<file path="src/rtl/timer_pkg.sv">
// Shared definitions for the multi-channel MM:SS timer.
// Holds the channel FSM state encoding, the BCD digit limits, the time
// field width and a helper that clamps a loaded BCD value into legal digits.
package timer_pkg;

  localparam int TIME_W  = 16;
  localparam int DIGIT_W = 4;

  localparam logic [DIGIT_W-1:0] ONES_MAX     = 4'd9;
  localparam logic [DIGIT_W-1:0] SEC_TENS_MAX = 4'd5;

  localparam logic [1:0] ST_IDLE    = 2'd0;
  localparam logic [1:0] ST_RUN     = 2'd1;
  localparam logic [1:0] ST_PAUSE   = 2'd2;
  localparam logic [1:0] ST_EXPIRED = 2'd3;

  // Clamp each digit of {min_tens,min_ones,sec_tens,sec_ones} to its ceiling.
  function automatic logic [TIME_W-1:0] sat_time(input logic [TIME_W-1:0] v,
                                                 input logic [DIGIT_W-1:0] mt_max);
    logic [DIGIT_W-1:0] mt, mo, st, so;
    mt = (v[15:12] > mt_max)       ? mt_max       : v[15:12];
    mo = (v[11:8]  > ONES_MAX)     ? ONES_MAX     : v[11:8];
    st = (v[7:4]   > SEC_TENS_MAX) ? SEC_TENS_MAX : v[7:4];
    so = (v[3:0]   > ONES_MAX)     ? ONES_MAX     : v[3:0];
    return {mt, mo, st, so};
  endfunction

endpackage

</file>
<file path="src/rtl/bcd_time_step.sv">
// Combinational one-second step of an MM:SS BCD value.
// Ports:
//   cur  - current {min_tens,min_ones,sec_tens,sec_ones}
//   up   - 1 = add one second, 0 = subtract one second
//   nxt  - stepped value; wraps at 00:00 / MIN_TENS_MAX9:59
module bcd_time_step
  import timer_pkg::*;
#(
  parameter int MIN_TENS_MAX = 9
) (
  input  logic [TIME_W-1:0] cur,
  input  logic              up,
  output logic [TIME_W-1:0] nxt
);

  localparam logic [DIGIT_W-1:0] MT_MAX = DIGIT_W'(MIN_TENS_MAX);

  logic [DIGIT_W-1:0] mt, mo, st, so;

  always_comb begin
    mt = cur[15:12];
    mo = cur[11:8];
    st = cur[7:4];
    so = cur[3:0];
    if (up) begin
      if (so < ONES_MAX) so = so + 4'd1;
      else begin
        so = 4'd0;
        if (st < SEC_TENS_MAX) st = st + 4'd1;
        else begin
          st = 4'd0;
          if (mo < ONES_MAX) mo = mo + 4'd1;
          else begin
            mo = 4'd0;
            mt = (mt < MT_MAX) ? mt + 4'd1 : 4'd0;
          end
        end
      end
    end else begin
      if (so != 4'd0) so = so - 4'd1;
      else begin
        so = ONES_MAX;
        if (st != 4'd0) st = st - 4'd1;
        else begin
          st = SEC_TENS_MAX;
          if (mo != 4'd0) mo = mo - 4'd1;
          else begin
            mo = ONES_MAX;
            mt = (mt != 4'd0) ? mt - 4'd1 : MT_MAX;
          end
        end
      end
    end
    nxt = {mt, mo, st, so};
  end

endmodule

</file>
<file path="src/rtl/multi_timer.sv">
// Independent MM:SS BCD count-down / count-up timer channels sharing one
// 1 Hz tick.
// Ports:
//   clk, reset_n          - clock, async active-low reset
//   pulse_1Hz             - one-clk count tick shared by all channels
//   load, load_value      - per-channel load strobe and BCD value (16 bits/ch)
//   start, stop, clear    - per-channel command strobes
//   count_up              - per-channel direction, sampled at load
//   auto_reload           - per-channel restart-on-expiry level
//   time_out              - per-channel current BCD time (16 bits/ch)
//   running, done         - per-channel RUN indication, sticky expiry flag
//   done_pulse            - per-channel one-clk expiry strobe
//
// Channel FSM:
//   state      | meaning
//   IDLE       | loaded or cleared, waiting for start
//   RUN        | counting on pulse_1Hz
//   PAUSE      | stopped, time held, start resumes
//   EXPIRED    | reached terminal value without auto_reload; load/clear exit
module multi_timer
  import timer_pkg::*;
#(
  parameter int CHANNELS     = 2,
  parameter int MIN_TENS_MAX = 9
) (
  input  logic                       clk,
  input  logic                       reset_n,
  input  logic                       pulse_1Hz,
  input  logic [CHANNELS-1:0]        load,
  input  logic [TIME_W*CHANNELS-1:0] load_value,
  input  logic [CHANNELS-1:0]        start,
  input  logic [CHANNELS-1:0]        stop,
  input  logic [CHANNELS-1:0]        clear,
  input  logic [CHANNELS-1:0]        count_up,
  input  logic [CHANNELS-1:0]        auto_reload,
  output logic [TIME_W*CHANNELS-1:0] time_out,
  output logic [CHANNELS-1:0]        running,
  output logic [CHANNELS-1:0]        done,
  output logic [CHANNELS-1:0]        done_pulse
);

  localparam logic [DIGIT_W-1:0] MT_MAX = DIGIT_W'(MIN_TENS_MAX);

  for (genvar g = 0; g < CHANNELS; g++) begin : g_ch
    logic [1:0]        state;
    logic [TIME_W-1:0] cur;
    logic [TIME_W-1:0] rld;
    logic [TIME_W-1:0] nxt;
    logic [TIME_W-1:0] load_sat;
    logic              mode_up;
    logic              done_r;
    logic              pulse_r;
    logic              at_term;
    logic              nxt_term;
    logic              stop_ok;
    logic              start_ok;

    assign load_sat = sat_time(load_value[TIME_W*g +: TIME_W], MT_MAX);
    assign at_term  = mode_up ? (cur == rld) : (cur == '0);
    assign nxt_term = mode_up ? (nxt == rld) : (nxt == '0);

    // A command that does not apply in the current state is ignored and
    // lets the next-lower-priority command take the edge.
    assign stop_ok  = stop[g] && (state == ST_RUN);
    assign start_ok = start[g] && ((state == ST_IDLE) || (state == ST_PAUSE)) && !at_term;

    bcd_time_step #(.MIN_TENS_MAX(MIN_TENS_MAX)) u_step (
      .cur (cur),
      .up  (mode_up),
      .nxt (nxt)
    );

    always_ff @(posedge clk or negedge reset_n) begin
      if (!reset_n) begin
        state   <= ST_IDLE;
        cur     <= '0;
        rld     <= '0;
        mode_up <= 1'b0;
        done_r  <= 1'b0;
        pulse_r <= 1'b0;
      end else begin
        pulse_r <= 1'b0;
        if (clear[g]) begin
          cur    <= '0;
          rld    <= '0;
          done_r <= 1'b0;
          state  <= ST_IDLE;
        end else if (load[g]) begin
          rld     <= load_sat;
          mode_up <= count_up[g];
          cur     <= count_up[g] ? '0 : load_sat;
          done_r  <= 1'b0;
          state   <= ST_IDLE;
        end else if (stop_ok) begin
          state <= ST_PAUSE;
        end else if (start_ok) begin
          state  <= ST_RUN;
          done_r <= 1'b0;
        end else if (pulse_1Hz && (state == ST_RUN)) begin
          // Terminal value while still in RUN only happens after an
          // auto-reload expiry: this tick restarts the count.
          if (at_term) begin
            cur <= mode_up ? '0 : rld;
          end else begin
            cur <= nxt;
            if (nxt_term) begin
              done_r  <= 1'b1;
              pulse_r <= 1'b1;
              if (!auto_reload[g]) state <= ST_EXPIRED;
            end
          end
        end
      end
    end

    assign time_out[TIME_W*g +: TIME_W] = cur;
    assign running[g]    = (state == ST_RUN);
    assign done[g]       = done_r;
    assign done_pulse[g] = pulse_r;
  end

endmodule

</file>
<file path="config.mk">
export PLATFORM = sky130hd
export DESIGN_NAME = multi_timer
export DESIGN_NICKNAME = d
export VERILOG_FILES = /design/src/rtl/timer_pkg.sv /design/src/rtl/bcd_time_step.sv /design/src/rtl/multi_timer.sv
export SDC_FILE = /design/constraint.sdc
export NUM_CORES = 1
export LEC_CHECK = 0
export ABC_AREA = 1
export CORE_MARGIN = 2
export CORE_UTILIZATION = 40
export CTS_CLUSTER_DIAMETER = 80
export DETAILED_ROUTE_END_ITERATION = 10
export GPL_ROUTABILITY_DRIVEN = 0
export GPL_TIMING_DRIVEN = 0
export PLACE_DENSITY = 0.6
export SLEW_MARGIN = 15
export SYNTH_ARGS = -nofsm -noshare
export SYNTH_HDL_FRONTEND = slang
export SYNTH_SLANG_ARGS = --single-unit
</file>
<file path="constraint.sdc">
create_clock -name clk -period 2.3 [get_ports clk]
set_input_delay 0.46 -clock clk [delete_from_list [all_inputs] [get_ports clk]]
set_output_delay 0.46 -clock clk [all_outputs]
set_load 0.005 [all_outputs]
</file>
==> impl_metrics.ini <==
[run_status]
outcome = finished with violations
violations = negative setup slack

[global_route]
grt_max_degree = 41
grt_pass1_wl_mm = 39.6
track_usage = 0.273
grt_pass1_vias = 7933
antenna_found_initial = 0
overflow = 0

[worst_setup_path]
max_stage_delay_ps = 390
path_cells = inv_2 -> ha_4 -> nand2_4 -> nor2_4 -> nand2_2 -> o211ai_1 -> nand2_1 -> buf_6 -> and3_4 -> nand3b_1 -> nand2_2 -> nand3_4 -> nand2_2 -> nand2_1 -> nand2_1
worstSetupStartpointType = flip-flop
crit_required_ps = 2530
cp-end-kind = flip-flop
arrival_ps = 2630
path_delay_family = simple AND/OR/NAND/NOR gates
crit_type = flip-flop to flip-flop
crit_buf_inv = 2
path_max_fanout = 4
slowest_stage = dfrtp_1

[timing]
setup_viol = 6
maxSlewViolCount = 0
layout_min_cycle_time_ps = 2400
slew_headroom = 0.564
fmax_ghz = 0.417
rsz0062_at_grt = true
final.setup.tns_ps = -316
post-route-period-util = 1.04
clock_skew_ps = 7.11
tightest_slew_ps = 654
setup_ws_ps = -100
hold_viol_final = 0

[logic_synthesis]
avgSynthCellArea_sq_um = 5.94
ys_async_sr_fraction = 1.00
seq_area_frac_synth = 0.267
ys_ff_latch = 74
ys_types = 41
synth_edf_count = 0
netlist_instances = 1169
synth_ff_type = dfrtp_1
synthesis.nets = 1232
ys_warn_count = 0
syn_area_sq_um = 6940

[clock_tree]
cts_tree = built
htree_levels = 3
clkLatencyLatePin_ps = 350
holdBufCountCts = 0
cts.reportedPaths.clkPinSlew_ps = 60
cts-root-buf = clkbuf_16
clockBufferDepth = 2
numCtsBuffers = 9
numClockSinks = 74

[cells_and_area]
area_growth_pct = 39.5
finalNonFillerCells = 1566
layout_commonest_cell = nand2_1
mostFrequentLayoutCells = 352 x nand2_1, 111 x nand3_1, 104 x nor2_1
stdcell_area_sq_um = 9690
diodes = 0
final_layout_size_suffix_gt1_frac = 0.234
fillers = 1720
fin_nets = 1403

[placed_design]
pre_cts_ws_ps = -750
port_buffers = 84
dp_hpwl_mm = 18.5
placed_area_sq_um = 8080
placed_cells = 1479

[routing]
via_count = 8447
routed_wl_mm = 25.4
wire_per_inst_microns = 16.2
drcViolationCount = 0
drt-initial-drc-count = 736
wl_met2_mm = 12.5
postRouteAntennaNets = 0
met1_length_mm = 10.5
routed-wl-met3_mm = 1.28
avgViaCountPerCell = 5.39
dr.pass1.iters = 5
top_layer_used = met4

[floorplanning]
die_w_microns = 136
ios = 85
rows = 48
initial_core_util = 0.406
dieArea_sq_um = 18400
core_area_sq_um = 17100
die_h_microns = 136

[worst_hold_path]
hold_path_class = primary input to async pin

[power_and_ir_drop]
ir_worst_vdd_mv = 0.399
p_leak_nw = 4.60
power.density_nw_per_um2 = 612

[flow_run]
maxCapViolCount = 0
-- cells by family (layout without fill, tap and decap cells) --
group                    Yosys count  in the layout  share of synthesized area
adder cells (fa/ha/maj)           16             16                     0.0288
buffers and inverters            164            335                     0.0975
flip-flops                        74             74                      0.267
XOR/XNOR                          16             16                     0.0202
AO/OA/AOI/OAI                    180            180                      0.142
AND/OR/NAND/NOR                  719            720                      0.445
-- what timing repair did --
action / in CTS / in global routing
resized for setup: 148 / 104
buffers inserted: 52 / 24
gates cloned: 2 / 1
pin swaps: 39 / 53
endpoints found under the setup margin: 40 / 40
-- state kept, by name (all words and copies together) (netlist names) --
register,count
g_ch.cur,32
g_ch.done_r,2
g_ch.mode_up,2
g_ch.pulse_r,2
g_ch.rld,32
g_ch.state,4
-- path summary, 6_finish.rpt --
kind                       slack, ps      startpoint  depth (start not counted)          endpoint
setup / recovery                -100  g_ch[0].cur[0]                         15  g_ch[0].state[1]
hold / removal                    90         reset_n                          1   g_ch[0].cur[15]
setup reg to reg                -100  g_ch[0].cur[0]                         15  g_ch[0].state[1]
hold reg to reg                  510  g_ch[0].done_r                          2    g_ch[0].done_r
max in group asynchronous       1590         reset_n                          2    g_ch[1].cur[1]
min in group clk                 510  g_ch[0].done_r                          2    g_ch[0].done_r
-- cell type report --
| cell class | count | area [sq um] | share of cell area |
|---|---|---|---|
| flip-flops and latches | 74 | 1880 | 0.194 |
| well taps | 225 | 282 | 0.0291 |
| inverters | 121 | 474 | 0.0489 |
| plain buffers | 39 | 270 | 0.0279 |
| multi-input cells | 932 | 5060 | 0.522 |
| clock inverters | 1 | 5.00 | 0.000517 |
| clock buffers | 11 | 243 | 0.0251 |
| repair buffers | 163 | 1480 | 0.153 |
-- routing by layer --
layer | vias up | global-route usage
met1 | 3853 | 0.339
met4 | 0 | 0.141
met3 | 77 | 0.0202
met2 | 367 | 0.475
met5 | - | 0
li1 | 4150 | -
-- cells in the mapped netlist (7+ instances only) --
cell	n	area share
a21oi_1	56	0.040
a22oi_1	12	0.013
a31oi_1	8	0.0072
buf_2	9	0.0065
buf_4	7	0.0076
clkbuf_1	20	0.011
dfrtp_1	74	0.27
ha_1	16	0.029
inv_1	111	0.060
inv_2	8	0.0043
nand2_1	394	0.21
nand2_2	7	0.0063
nand3_1	134	0.097
nand4_1	21	0.019
nor2_1	122	0.066
nor3_1	14	0.010
o21ai_0	86	0.062
xnor2_1	7	0.0088
xor2_1	9	0.011
-- per-stage QoR --
stage	utilization	total power, mW	hold slack (ps)
4_1_cts	0.536	5.58	104
5_1_grt	0.566	6.29	117
3_5_place_dp	0.472	3.85	468
3_3_place_gp	0.471	3.84	494
2_1_floorplan	-	3.09	164
6_report	0.566	5.93	90.7
-- worst reg2reg max path: stages (launching register included) --
cell	delay, ps
dfrtp_1	390
inv_2	90
ha_4	190
nand2_4	70
nor2_4	150
nand2_2	110
o211ai_1	300
nand2_1	140
buf_6	140
and3_4	140
nand3b_1	190
nand2_2	120
nand3_4	90
nand2_2	60
nand2_1	70
nand2_1	50
-- power breakdown --
| group | leakage, nW | total [mW] | internal (mW) | switching [mW] |
|---|---|---|---|---|
| Sequential | 0.945 | 1.58 | 1.42 | 0.160 |
| Clock | 0.123 | 1.27 | 0.734 | 0.539 |
| Combinational | 3.53 | 3.07 | 1.28 | 1.80 |
| Total | 4.60 | 5.93 | 3.43 | 2.50 |
Note: power is estimated with default switching activity, not from simulation.
==> edit 1, RTL diff (same settings) <==
The parameter `CHANNELS` goes from 2 to 1.
--- a/src/rtl/multi_timer.sv
+++ b/src/rtl/multi_timer.sv
@@ -20,7 +20,7 @@
 module multi_timer
   import timer_pkg::*;
 #(
-  parameter int CHANNELS     = 2,
+  parameter int CHANNELS     = 1,
   parameter int MIN_TENS_MAX = 9
 ) (
   input  logic                       clk,
Ports: changed (11 resized); port bits go from 85 to 44. No check against the original RTL was run, so the function may have changed too.
==> edit 1 against the original RTL <==
  * The run still ends with setup timing left
  * Total power decreased by 51%
  * Sequential share of layout area decreased by 0.17 points
  * Routed wire length decreased by 48%
  * Sequential cell count shrank 37
  * Non-clock buffer count decreased by 107
  * Sequential power down 50%
  * Worst setup slack improved by 0.023 ns
  * Cell area shrank 50%
  * Synthesized cell count down 50%
  * Global-route usage up 0.31 points
  * Core utilization is 0.33 points lower
  * Area after synthesis down 49%
==> edit 1: results (changes against the original RTL) <==
Yosys
  – Xor and xnor area share after synthesis: 1.72% (was 2.02%)
  – Avg Cell Area, Syn: 6.08 um^2 (was 5.94 um^2)
  – Yosys cell types: 36 (was 41)
  – Net count after synthesis: 619 (was 1,232)
  – Synth Area in Compound Gates: 13.6% (was 14.2%)
  – Post-Synth Adder-Cell Area: 2.81% (was 2.88%)
  – Post-synthesis sequential area ratio: 26.0% (was 26.7%)

Final layout
  – Layout Cells excl Fill: 776 (was 1,566)
  – Share of cells above drive strength 1: 24.7% (was 23.4%)
  – Fill count: 857 (was 1,720)
  – Layout Nets: 701 (was 1,403)

STA
  – Final setup viols: 4 (was 6)
  – Slew HR: 58.6% (was 56.4%)
  – Final WS setup: -0.0772 ns (was -0.100 ns)

Power
  – Max VDD drop: 0.348 mV (was 0.399 mV)
  – LEAKAGE: 0.00235 uW (was 0.00460 uW)

Global route
  – Largest net degree at the start of global routing: 32 (was 41)
  – Total track usage: 27.6% (was 27.3%)
  – First-pass GRT wire length: 21,400 um (was 39,600 um)

Placed design
  – Inst Count DP: 738 (was 1,479)
  – Port-buffer cells: 43 (was 84)
  – Area post-placement: 0.00414 mm^2 (was 0.00808 mm^2)
  – Detail Placement HPWL: 9500 um (was 18,500 um)
  – Setup WS pre-CTS: -0.649 ns (was -0.750 ns)

Critical path
  – Max stage delay on crit path: 0.43 ns (was 0.39 ns)

Status
  – Failing checks: setup timing (unchanged)
  – Status: complete, but fails checks (unchanged)

Clock tree
  – # H-tree levels: 2 (was 3)
  – Clk_lat worst skew: 0.30 ns (was 0.35 ns)
  – Clock slew at reported path FFs: 0.09 ns (was 0.06 ns)
  – Clock Tree Root: clkbuf_8 (was clkbuf_16)

Drt
  – Via density: 5.64 (was 5.39)
  – Drt wl/cell: 17.1 um (was 16.2 um)
  – First-pass DRT Iterations: 6 (was 5)
[edit 1: cell families after synthesis]
| group | Yosys count |
|---|---|
| compound gates | 85 |
| xor+xnor | 7 |
| fa+ha+maj | 8 |
| buf+inv | 84 |
| flops | 37 |
| simple gates | 365 |
[edit 1: report_power, final]
group	switching, uW	internal [uW]	total [uW]	leakage [uW]
registers	84.6	712	796	0.000472
clock network	254	239	493	0.0000443
logic	969	643	1610	0.00184
[edit 1: layer usage]
metal	vias to the layer above	routed length [um]	track usage, %	part of all wire [%]
li1	2092	-	-	-
met1	2024	5910	40.3	44
met2	223	5910	43.0	44
met3	38	1050	3.36	7.9
met4	0	419	8.11	3.2
met5	-	0	0	0
[edit 1: cell type report]
cell class | instances | area [um^2] | share of cell area, %
tap | 108 | 135 | 2.77
timing repair buffer | 77 | 714 | 14.6
clock buffer | 7 | 86.3 | 1.77
sequential | 37 | 937 | 19.2
inverter | 64 | 259 | 5.30
multi-input combinational | 465 | 2620 | 53.7
buffer | 18 | 128 | 2.61
[edit 1: path summary, 6_finish.rpt]
kind | startpoint | depth (start not counted) | slack [ns] | endpoint
worst max-delay path | time_out[0] | 16 | -0.08 | g_ch[0].state[0]
worst max register to register | time_out[0] | 16 | -0.08 | g_ch[0].state[0]
max in group asynchronous | reset_n | 2 | 1.82 | time_out[9]
worst min register to register | g_ch[0].state[1] | 2 | 0.53 | g_ch[0].state[1]
worst min-delay path | reset_n | 1 | 0.006 | g_ch[0].rld[5]
min in group clk | g_ch[0].state[1] | 2 | 0.53 | g_ch[0].state[1]
[edit 1: what timing repair did]
item	in CTS	in global routing
pin swaps	28	29
resized for setup	85	38
endpoints found under the setup margin	20	30
setup buffers	26	6
cloned	1	0
hold buffers	0	0
==> edit 2, RTL diff (same flow settings) <==
Made on the original files. Register the input `load_value` before use, without a reset. The logic sees it one clock later. The other inputs are not delayed to match.
--- a/src/rtl/multi_timer.sv
+++ b/src/rtl/multi_timer.sv
@@ -41,6 +41,12 @@
 
   localparam logic [DIGIT_W-1:0] MT_MAX = DIGIT_W'(MIN_TENS_MAX);
 
+  logic [TIME_W*CHANNELS-1:0] load_value_q;
+
+  always_ff @(posedge clk) begin
+    load_value_q <= load_value;
+  end
+
   for (genvar g = 0; g < CHANNELS; g++) begin : g_ch
     logic [1:0]        state;
     logic [TIME_W-1:0] cur;
@@ -55,7 +61,7 @@
     logic              stop_ok;
     logic              start_ok;
 
-    assign load_sat = sat_time(load_value[TIME_W*g +: TIME_W], MT_MAX);
+    assign load_sat = sat_time(load_value_q[TIME_W*g +: TIME_W], MT_MAX);
     assign at_term  = mode_up ? (cur == rld) : (cur == '0);
     assign nxt_term = mode_up ? (nxt == rld) : (nxt == '0);
 
Behaviour: not the same (a bounded check fails within 4 cycles, from zero or initial values and one cycle with reset_n low).
==> edit 2 against the original RTL <==
  * The run still ends with setup timing left
  * Worst setup slack got worse by 0.0035 ns
  * Fmax decreased by 0.14%
  * Total power is 21% higher
  * Critical endpoint is now g_ch[0].state[0]
  * Sequential cell count is 32 higher
  * Area after synthesis grew 17%
  * Die area rose by 17%
  * Final cell count rose by 11%
  * Routed wire length rose by 6.3%
  * Cell area rose by 13%
  * Count of clock-buffer cells in the layout rose by 2
  * Highest routed layer unchanged
==> edit 2: results (changes against the original RTL) <==
Status
  – Status: complete, but fails checks (unchanged)
  – Failing checks: setup timing (unchanged)

Critical path
  – Crit path to: g_ch[0].state[0] (was g_ch[0].state[1])

Yosys
  – Post-synthesis sequential area ratio: 30.6% (was 26.7%)
  – Ys async rst share: 69.8% (was 100%)
  – Top post-synthesis cells by area: dfrtp_1 (23%), nand2_1 (20%), nand3_1 (9.4%), dfxtp_1 (7.9%), nor2_1 (6.0%) (was dfrtp_1 (27%), nand2_1 (21%), nand3_1 (9.7%), nor2_1 (6.6%), o21ai_0 (6.2%))
  – Xor and xnor area share after synthesis: 1.72% (was 2.02%)
  – Yosys cell types: 44 (was 41)

Final layout
  – Number of non-clock inverters: 143 (was 121)
  – Non-Clock Buffer Count: 210 (was 202)
  – Clk tree area frac: 2.43% (was 2.56%)
  – Fraction of area in registers: 22.9% (was 19.4%)
  – Largest registers: g_ch.cur: 32 flops, g_ch.rld: 32 flops, load_value_q: 32 flops (was g_ch.cur: 32 flops, g_ch.rld: 32 flops, g_ch.state: 4 flops)
  – Share of cells above drive strength 1: 23.0% (was 23.4%)
  – Data buffer area share: 17.1% (was 18.1%)
  – Clock buffer cells: 13 (was 11)

Power
  – Max VDD drop: 0.421 mV (was 0.399 mV)

Drt
  – Initial DRC Count: 590 (was 736)
  – Total routed wirelength: 27,000 um (was 25,400 um)
  – Routed wl met3: 900 um (was 1280 um)

Global route
  – Met3 Usage GRT: 1.88% (was 2.02%)
  – GR Util met2: 44.3% (was 47.5%)
  – First-pass GRT wire length: 42,100 um (was 39,600 um)
  – GRT met1 Usage: 29.1% (was 33.9%)
  – Vias in the first global route: 8,506 (was 7,933)

Clock tree
  – Clock tree sinks: 106 (was 74)
  – # resized after CTS: 126 (was 148)

STA
  – Worst Tran Pin Value: 0.605 ns (was 0.654 ns)
  – Final WS setup: -0.104 ns (was -0.100 ns)
  – Final setup viols: 8 (was 6)
  – Clock skew: 0.00613 ns (was 0.00711 ns)
-- edit 2: power groups by stage --
stage / logic, uW / clock network (uW) / registers [uW]
global route: 3880 / 1550 / 2190
global placement: 2660 / 0 / 2220
detailed placement: 2680 / 0 / 2220
CTS: 3160 / 1470 / 2160
floorplan: 1880 / 0 / 2170
finish: 3550 / 1440 / 2170
-- edit 2: logic make-up after synthesis --
family / Yosys count
AOI/OAI and AO/OA: 159
DFF: 106
adders and majority gates: 16
buffers and inverters: 192
and+or+nand+nor: 801
xor gates and xnor gates: 16
-- edit 2: metrics by stage --
stage               total power [uW]  std cells  hold WS (ns)  area (um^2)  TNS (ns)
floorplan                       4050       1290         0.164         8140         0
global placement                4880       1644         0.481         9320   -172.45
detailed placement              4900       1645         0.413         9340    -19.08
CTS                             6790       1703        0.0274        10400    -0.124
global route                    7610       1737        0.0355        11000     -1.69
finish                          7160       1737        0.0197        11000    -0.543
